<file path="src/rtl/jtframe_db15_scan.sv">
// DB15 two-player adapter reader: scans the cascaded parallel-load shift registers,
// filters glitches across frames and publishes active-high joystick words with a strobe.
module jtframe_db15_scan #(
    parameter int DIV    = 8,
    parameter int GAP    = 4096,
    parameter int FILTER = 1
) (
    input  logic        clk,
    input  logic        rst,
    input  logic        JOY_DATA,
    output logic        JOY_CLK,
    output logic        JOY_LOAD,
    output logic [15:0] joystick1,
    output logic [15:0] joystick2,
    output logic        update
);
    localparam int MAXC = (GAP > DIV) ? GAP : DIV;
    localparam int CW   = $clog2(MAXC) + 1;
    localparam logic [CW-1:0] GAP_LAST = CW'(GAP - 1);
    localparam logic [CW-1:0] DIV_LAST = CW'(DIV - 1);

    typedef enum logic [2:0] {IDLE, LOAD, SETTLE, CLKLO, CLKHI, COMMIT} state_t;

    state_t        state_q, state_d;
    logic [CW-1:0] cnt_q, cnt_d;
    logic [4:0]    idx_q, idx_d;
    logic [31:0]   raw_q, raw_d, prev_q;
    logic [1:0]    sync_q;
    logic          jclk_q, jload_q, upd_q;
    logic [11:0]   joy1_q, joy2_q;
    logic          sd, phase_end, accept;

    assign sd = sync_q[1];

    always_comb begin
        state_d   = state_q;
        cnt_d     = cnt_q + CW'(1);
        idx_d     = idx_q;
        raw_d     = raw_q;
        phase_end = (cnt_q == DIV_LAST);
        case (state_q)
            IDLE: if (cnt_q == GAP_LAST) begin
                state_d = LOAD;
                cnt_d   = '0;
            end
            LOAD: if (phase_end) begin
                state_d = SETTLE;
                cnt_d   = '0;
            end
            SETTLE: if (phase_end) begin
                state_d = CLKLO;
                cnt_d   = '0;
                idx_d   = '0;
            end
            // bit 0 is already on JOY_DATA after the load, so sample before the rising edge
            CLKLO: if (phase_end) begin
                raw_d[idx_q] = sd;
                state_d      = CLKHI;
                cnt_d        = '0;
            end
            CLKHI: if (phase_end) begin
                cnt_d = '0;
                if (idx_q == 5'd31) begin
                    state_d = COMMIT;
                end else begin
                    idx_d   = idx_q + 5'd1;
                    state_d = CLKLO;
                end
            end
            COMMIT: begin
                state_d = IDLE;
                cnt_d   = '0;
            end
            default: begin
                state_d = IDLE;
                cnt_d   = '0;
            end
        endcase
        accept = (FILTER == 0) || (raw_d == prev_q);
    end

    always_ff @(posedge clk) begin
        if (rst) begin
            state_q <= IDLE;
            cnt_q   <= '0;
            idx_q   <= '0;
            raw_q   <= '1;
            prev_q  <= '1;
            sync_q  <= 2'b11;
            jclk_q  <= 1'b0;
            jload_q <= 1'b1;
            upd_q   <= 1'b0;
            joy1_q  <= '0;
            joy2_q  <= '0;
        end else begin
            state_q <= state_d;
            cnt_q   <= cnt_d;
            idx_q   <= idx_d;
            raw_q   <= raw_d;
            sync_q  <= {sync_q[0], JOY_DATA};
            // pins decoded from the next state so they leave the flops glitch-free
            jclk_q  <= (state_d == CLKHI);
            jload_q <= (state_d != LOAD);
            upd_q   <= (state_d == COMMIT) && accept;
            if (state_q == COMMIT) begin
                prev_q <= raw_q;
                if (accept) begin
                    joy1_q <= ~raw_q[11:0];
                    joy2_q <= ~raw_q[27:16];
                end
            end
        end
    end

    assign JOY_CLK   = jclk_q;
    assign JOY_LOAD  = jload_q;
    assign update    = upd_q;
    assign joystick1 = {4'h0, joy1_q};
    assign joystick2 = {4'h0, joy2_q};

endmodule

</file>
<file path="config.mk">
export PLATFORM = sky130hd
export DESIGN_NAME = jtframe_db15_scan
export DESIGN_NICKNAME = d
export VERILOG_FILES = /design/src/rtl/jtframe_db15_scan.sv
export SDC_FILE = /design/constraint.sdc
export NUM_CORES = 1
export LEC_CHECK = 0
export BUFFER_PORTS_ARGS = -buffer_cell sky130_fd_sc_hd__buf_2
export CORE_MARGIN = 10
export CORE_UTILIZATION = 50
export DETAILED_ROUTE_END_ITERATION = 10
export GPL_TIMING_DRIVEN = 0
export PLACE_DENSITY = 0.7
export SLEW_MARGIN = 10
export SYNTH_ARGS = -nofsm -noshare
export SYNTH_HDL_FRONTEND = slang
export SYNTH_SLANG_ARGS = --single-unit
export TNS_END_PERCENT = 100
</file>
<file path="constraint.sdc">
create_clock -name clk -period 4.6 [get_ports clk]
set_clock_uncertainty 0.1 [all_clocks]
set_input_delay 0.46 -clock clk [delete_from_list [all_inputs] [get_ports clk]]
set_output_delay 0.46 -clock clk [all_outputs]
set_load 0.01 [all_outputs]
</file>
==> results of run 1 <==
## power groups by stage
stage,Sequential [uW],Clock [uW],Combinational [uW]
2_1_floorplan,1020,0,40.1
3_3_place_gp,1020,0,61.2
3_5_place_dp,1020,0,61.9
4_1_cts,996,1410,62.5
5_1_grt,996,1460,69.5
6_report,996,1400,65.0
## flip-flops by register name, indices dropped and copies added, names as in the netlist
register  count
state_q       3
raw_q        32
cnt_q        13
JOY_CLK       1
joy1_q       12
joy2_q       12
prev_q       32
JOY_LOAD      1
sync_q        2
update        1
idx_q         5
## synth_stat cells (all sizes together), types with 17 or more instances
library cell / count / area [um2]
nor2b: 19 / 119
clkbuf: 35 / 131
nor2: 61 / 229
a211oi: 17 / 128
a21oi: 20 / 100
a31oi: 17 / 106
buf: 27 / 179
nand2: 106 / 398
dfxtp: 114 / 2280
nand4: 22 / 180
o21ai: 45 / 225
nand3: 58 / 290
## cell families after synthesis
family | synth area share, %
and+or+nand+nor | 31.9
AOI/OAI and AO/OA | 16.1
DFF | 38.9
buffers and inverters | 5.99
xor gates and xnor gates | 2.83
muxes | 2.75
adders and majority gates | 1.49
other | 0.0639
## layer usage
metal  global-route usage [%]  up-vias
li1                         -     2741
met1                     32.7     2746
met2                     38.2      332
met3                     8.50       40
met5                        0        -
met4                     9.14        0
## critical path, cell delays in order, from the launching register on
cell       delay (ns)
dfxtp_1          0.32
clkbuf_1         0.43
clkbuf_2         0.43
clkbuf_2         0.41
clkbuf_1         0.59
nor3_1           0.13
nand2_1          0.10
o2111ai_1        0.23
or3_1            0.44
buf_2            0.19
nor3_4           0.31
buf_2            0.28
a211oi_1         0.11
## worst max path at each step
stage	from	to	depth (start not counted)
after global routing	cnt_q[0]	joy1_q[9]	12
after global placement	sync_q[1]	joy1_q[4]	11
after CTS	sync_q[1]	joy1_q[9]	11
final	sync_q[1]	joy1_q[9]	12
after detailed placement	sync_q[1]	joy1_q[9]	11
after floorplan	cnt_q[0]	joy1_q[10]	14
## area by class of cell
type / count / area (um2)
Clock buffer: 23 / 508
Inverter: 11 / 41.3
Fill cell: 1033 / 4580
Clock inverter: 8 / 124
Sequential cell: 114 / 2280
Multi-Input combinational cell: 549 / 3290
Buffer: 62 / 313
Timing Repair Buffer: 30 / 155
Tap cell: 143 / 179
## stage by stage
stage               hold WS, ns  total power [uW]  instances  setup slack [ns]  area (um2)
floorplan                 0.289              1060        736              1.26        5900
global placement          0.293              1080        907            -0.406        6220
detailed placement        0.321              1080        907            -0.316        6220
CTS                       0.134              2470        938            0.0523        6860
global route              0.130              2520        940            0.0524        6890
finish                    0.142              2460        940             0.381        6890
## what timing repair did
item                       CTS  global route
setup endpoints to repair   24            24
gates resized for setup      1             5
setup buffers                0             2
==> impl_metrics.py, run 1 <==
metrics = {
    "run_status": {
        "status": "complete, no violations",
    },
    "setup_path": {
        "cp-start-kind": "flip-flop",
        "rr_endpoint": "joy1_q[9]",
        "rrSetupSlack_ns": 0.38,
        "rr_startpoint": "sync_q[1]",
        "endpoint_kind": "flip-flop",
        "required_ns": 4.77,
        "crit_fanout": 10,
        "r2r_cells": 12,
        "setup.worst_path.class": "flip-flop to flip-flop",
        "worst-endpoint-arrival_ns": 4.39,
    },
    "route": {
        "routedWlPerCell_um": 22.3,
        "top_layer_used": "met4",
        "met2_length_um": 9260,
        "firstDrtPassIters": 7,
        "viasPerCell": 6.23,
        "met3WireLength_um": 2370,
        "ant_nets": 0,
        "vias": 5859,
        "drt_iter0_drc": 746,
        "met1Wirelength_um": 8780,
        "routed_wl_um": 21000,
        "remaining_drc_errors": 0,
    },
    "power_and_ir_drop": {
        "combinationalPowerShare_pct": 2.6,
        "p_sw_uw": 522,
        "power_frac_seq_pct": 40.4,
        "intPower_uw": 1940,
        "power_density_nw_per_um2": 358,
        "pwr-share-clk_pct": 57.0,
        "switching_share_pct": 21.2,
        "ir_worst_vdd_mv": 0.310,
        "p_leak_uw": 0.00266,
    },
    "hold_path": {
        "min_to": "sync_q[0]",
        "min_from": "JOY_DATA",
        "holdCritPathClass": "input port to flip-flop",
        "hold_depth": 2,
    },
    "timing": {
        "setup_viol": 0,
        "hold_viol": 0,
        "rsz0062_at_grt": "false",
        "fin_crit_ns": 4.22,
        "fmaxAchievable_ghz": 0.237,
        "worst_pin_slew_ns": 0.851,
        "fin_tns_setup_ns": 0,
        "finalCritPeriodShare_pct": 91.7,
        "slew_violations": 0,
        "slew_headroom_pct": 42.9,
    },
    "flow_run": {
        "cap_violations": 0,
    },
    "cts": {
        "clock_sinks": 114,
        "clock_latency_ns": 0.42,
        "htreeDepth": 4,
        "clkTransAtPathRegs_ns": 0.06,
        "cts.root.buffer_cell": "clkbuf_16",
        "cts_tree": "yes",
        "cts_buffers": 17,
        "holdBufCountCts": 0,
        "max-clock-path-buffers": 2,
    },
    "die": {
        "coreArea_um2": 11500,
        "ioPinCount": 38,
        "fp.dieArea_um2": 16500,
        "start_util_pct": 51.2,
        "die_w_um": 128,
        "rows": 39,
        "die_h_um": 128,
    },
    "final_layout": {
        "final_net_count": 795,
        "final_core_util_pct": 60.1,
        "layout_commonest_cell": "dfxtp_1",
        "syn2layout_area_growth_pct": 17.3,
        "num_antenna_cells": 0,
        "layout_common_cells": "dfxtp_1 (114), nand2_1 (106), nor2_1 (61)",
        "drive_gt1_share_pct": 13.8,
    },
    "grt": {
        "grt_overflow": 0,
        "antenna_found_initial": 0,
        "grt_pass1_wl_um": 31700,
        "grt_usage_pct": 25.2,
        "first_global_vias": 5375,
        "grt_max_degree": 17,
    },
    "synth": {
        "synth_seq_area_share_pct": 38.9,
        "synth-seq-cells": 114,
        "ys.flop_type": "dfxtp_1",
        "synth_edf_count": 0,
        "syn-cell-area_um2": 5870,
        "yosysUniqueCellTypes": 67,
        "synthArstFlopShare_pct": 0,
        "syn_area_per_cell_um2": 8.06,
        "synth_cells": 729,
        "yosysWarningCount": 0,
    },
    "placement": {
        "hpwl_um": 14900,
        "place.gp.congestion": 1.01,
        "io_buffers": 28,
    },
}
Note: power is estimated with default switching activity, not from simulation.
==> inputs of run 2 (changes only) <==
- RECOVER_POWER: not set -> 100
==> impl_metrics.py, run 2 (synthesized netlist as in run 1, its figures left out) <==
metrics = {
    "run_status": {
        "status": "complete, no violations",
    },
    "grt": {
        "antenna_found_initial": 0,
        "first_global_vias": 5375,
        "grt_overflow": 0,
        "grt_usage_pct": 25.2,
        "grt_pass1_wl_um": 31700,
        "grt_max_degree": 17,
    },
    "placement": {
        "place.gp.congestion": 1.01,
        "dpl_cell_area_um2": 6220,
        "io_buffers": 28,
        "hpwl_um": 14900,
    },
    "route": {
        "viasPerCell": 6.24,
        "remaining_drc_errors": 0,
        "routed_wl_um": 21000,
        "drt_iter0_drc": 680,
        "vias": 5870,
        "ant_nets": 0,
        "routedWlPerCell_um": 22.3,
        "firstDrtPassIters": 7,
    },
    "final_layout": {
        "layout_commonest_cell": "dfxtp_1",
        "syn2layout_area_growth_pct": 16.1,
        "final_area_um2": 6820,
        "num_antenna_cells": 0,
        "nFillCells": 1052,
        "layout_common_cells": "dfxtp_1 (114), nand2_1 (106), clkbuf_1 (64)",
        "reg_top3": "prev_q: 32 flops, raw_q: 32 flops, cnt_q: 13 flops",
        "multi_input_area_um2": 3270,
        "final_net_count": 795,
        "seq_area_um2": 2280,
        "drive_gt1_share_pct": 9.79,
    },
    "cts": {
        "clock_latency_ns": 0.43,
        "cts_tree": "yes",
        "clkTransAtPathRegs_ns": 0.06,
        "htreeDepth": 4,
        "cts_buffers": 17,
        "cts.root.buffer_cell": "clkbuf_16",
        "clock_sinks": 114,
        "max-clock-path-buffers": 2,
    },
    "setup_path": {
        "crit_fanout": 10,
        "endpoint_kind": "flip-flop",
        "worst-endpoint-arrival_ns": 4.50,
        "cp-start-kind": "flip-flop",
        "required_ns": 4.78,
        "setup.worst_path.class": "flip-flop to flip-flop",
    },
    "power_and_ir_drop": {
        "pwr-share-clk_pct": 57.0,
        "switching_share_pct": 21.3,
        "power_frac_seq_pct": 40.3,
        "intPower_uw": 1940,
        "power_density_nw_per_um2": 362,
        "combinationalPowerShare_pct": 2.6,
        "p_leak_uw": 0.00253,
        "ir_worst_vdd_mv": 0.312,
        "p_total_uw": 2470,
        "p_sw_uw": 526,
    },
    "timing": {
        "rsz0062_at_grt": "false",
        "fin_crit_ns": 4.32,
        "slew_headroom_pct": 38.6,
        "fmaxAchievable_ghz": 0.231,
        "whs_ns": 0.135,
        "hold_viol": 0,
        "slew_violations": 0,
        "finalCritPeriodShare_pct": 93.9,
        "setup_viol": 0,
        "worst_pin_slew_ns": 0.922,
    },
    "die": {
        "ioPinCount": 38,
        "fp.dieArea_um2": 16500,
        "start_util_pct": 51.2,
        "coreArea_um2": 11500,
        "die_h_um": 128,
        "die_w_um": 128,
        "rows": 39,
    },
    "flow_run": {
        "cap_violations": 0,
    },
    "hold_path": {
        "holdCritPathClass": "input port to flip-flop",
    },
}
[run 2: final cells by class]
cell class	count	share of cell area, %
well taps	143	2.62
flip-flops and latches	114	33.5
multi-input cells	549	47.9
clock inverters	8	1.82
inverters	11	0.605
clock buffers	23	7.45
plain buffers	62	4.40
repair buffers	30	1.78
[run 2: critical path, stage by stage, from the launching register on]
cell and delay [ns]:
dfxtp_1 0.38, ha_1 0.24, nor4bb_4 0.36, buf_6 0.18
nand4_1 0.30, buf_2 0.33, a32oi_1 0.28, nor2_1 0.06
nor4_1 0.31, o2111ai_1 0.27, or3_1 0.44, buf_2 0.19
nor3_4 0.31, clkbuf_2 0.29, a211oi_1 0.11
[run 2: timing repair]
action                     CTS  global route
hold buffers                 0             0
setup endpoints to repair   24            24
buffers inserted             0             2
cloned                       0             0
gates resized for setup      1             5
[run 2: worst paths after layout]
kind	cells past startpoint	slack, ns	start	end
worst max-delay path	14	0.28	cnt_q[0]	joy1_q[9]
worst min-delay path	2	0.14	JOY_DATA	sync_q[0]
worst max register to register	14	0.28	cnt_q[0]	joy1_q[9]
worst min register to register	1	0.33	sync_q[0]	sync_q[1]
[run 2: stage by stage]
step / cells / TNS (ns) / worst slack, ns / utilization [%]
3_3_place_gp: 907 / -6.81 / -0.406 / 54.2
4_1_cts: 938 / 0 / 0.0523 / 59.8
6_report: 940 / 0 / 0.278 / 59.5
5_1_grt: 940 / 0 / 0.0475 / 59.5
3_5_place_dp: 907 / -4.23 / -0.316 / 54.2
2_1_floorplan: 736 / 0 / 1.26 / -
[run 2: metal layers]
| metal | GRT usage (%) | up-vias | share of wire [%] |
|---|---|---|---|
| li1 | - | 2731 | - |
| met1 | 32.7 | 2770 | 42 |
| met2 | 38.2 | 330 | 44 |
| met3 | 8.50 | 39 | 12 |
| met4 | 9.14 | 0 | 2.4 |
| met5 | 0 | - | 0 |
[run 2: power by group through the flow]
stage               clock, uW  combinational (uW)  sequential [uW]
floorplan                   0                40.1             1020
global route             1460                69.3              996
finish                   1410                64.6              996
CTS                      1410                62.5              996
detailed placement          0                61.9             1020
global placement            0                61.2             1020
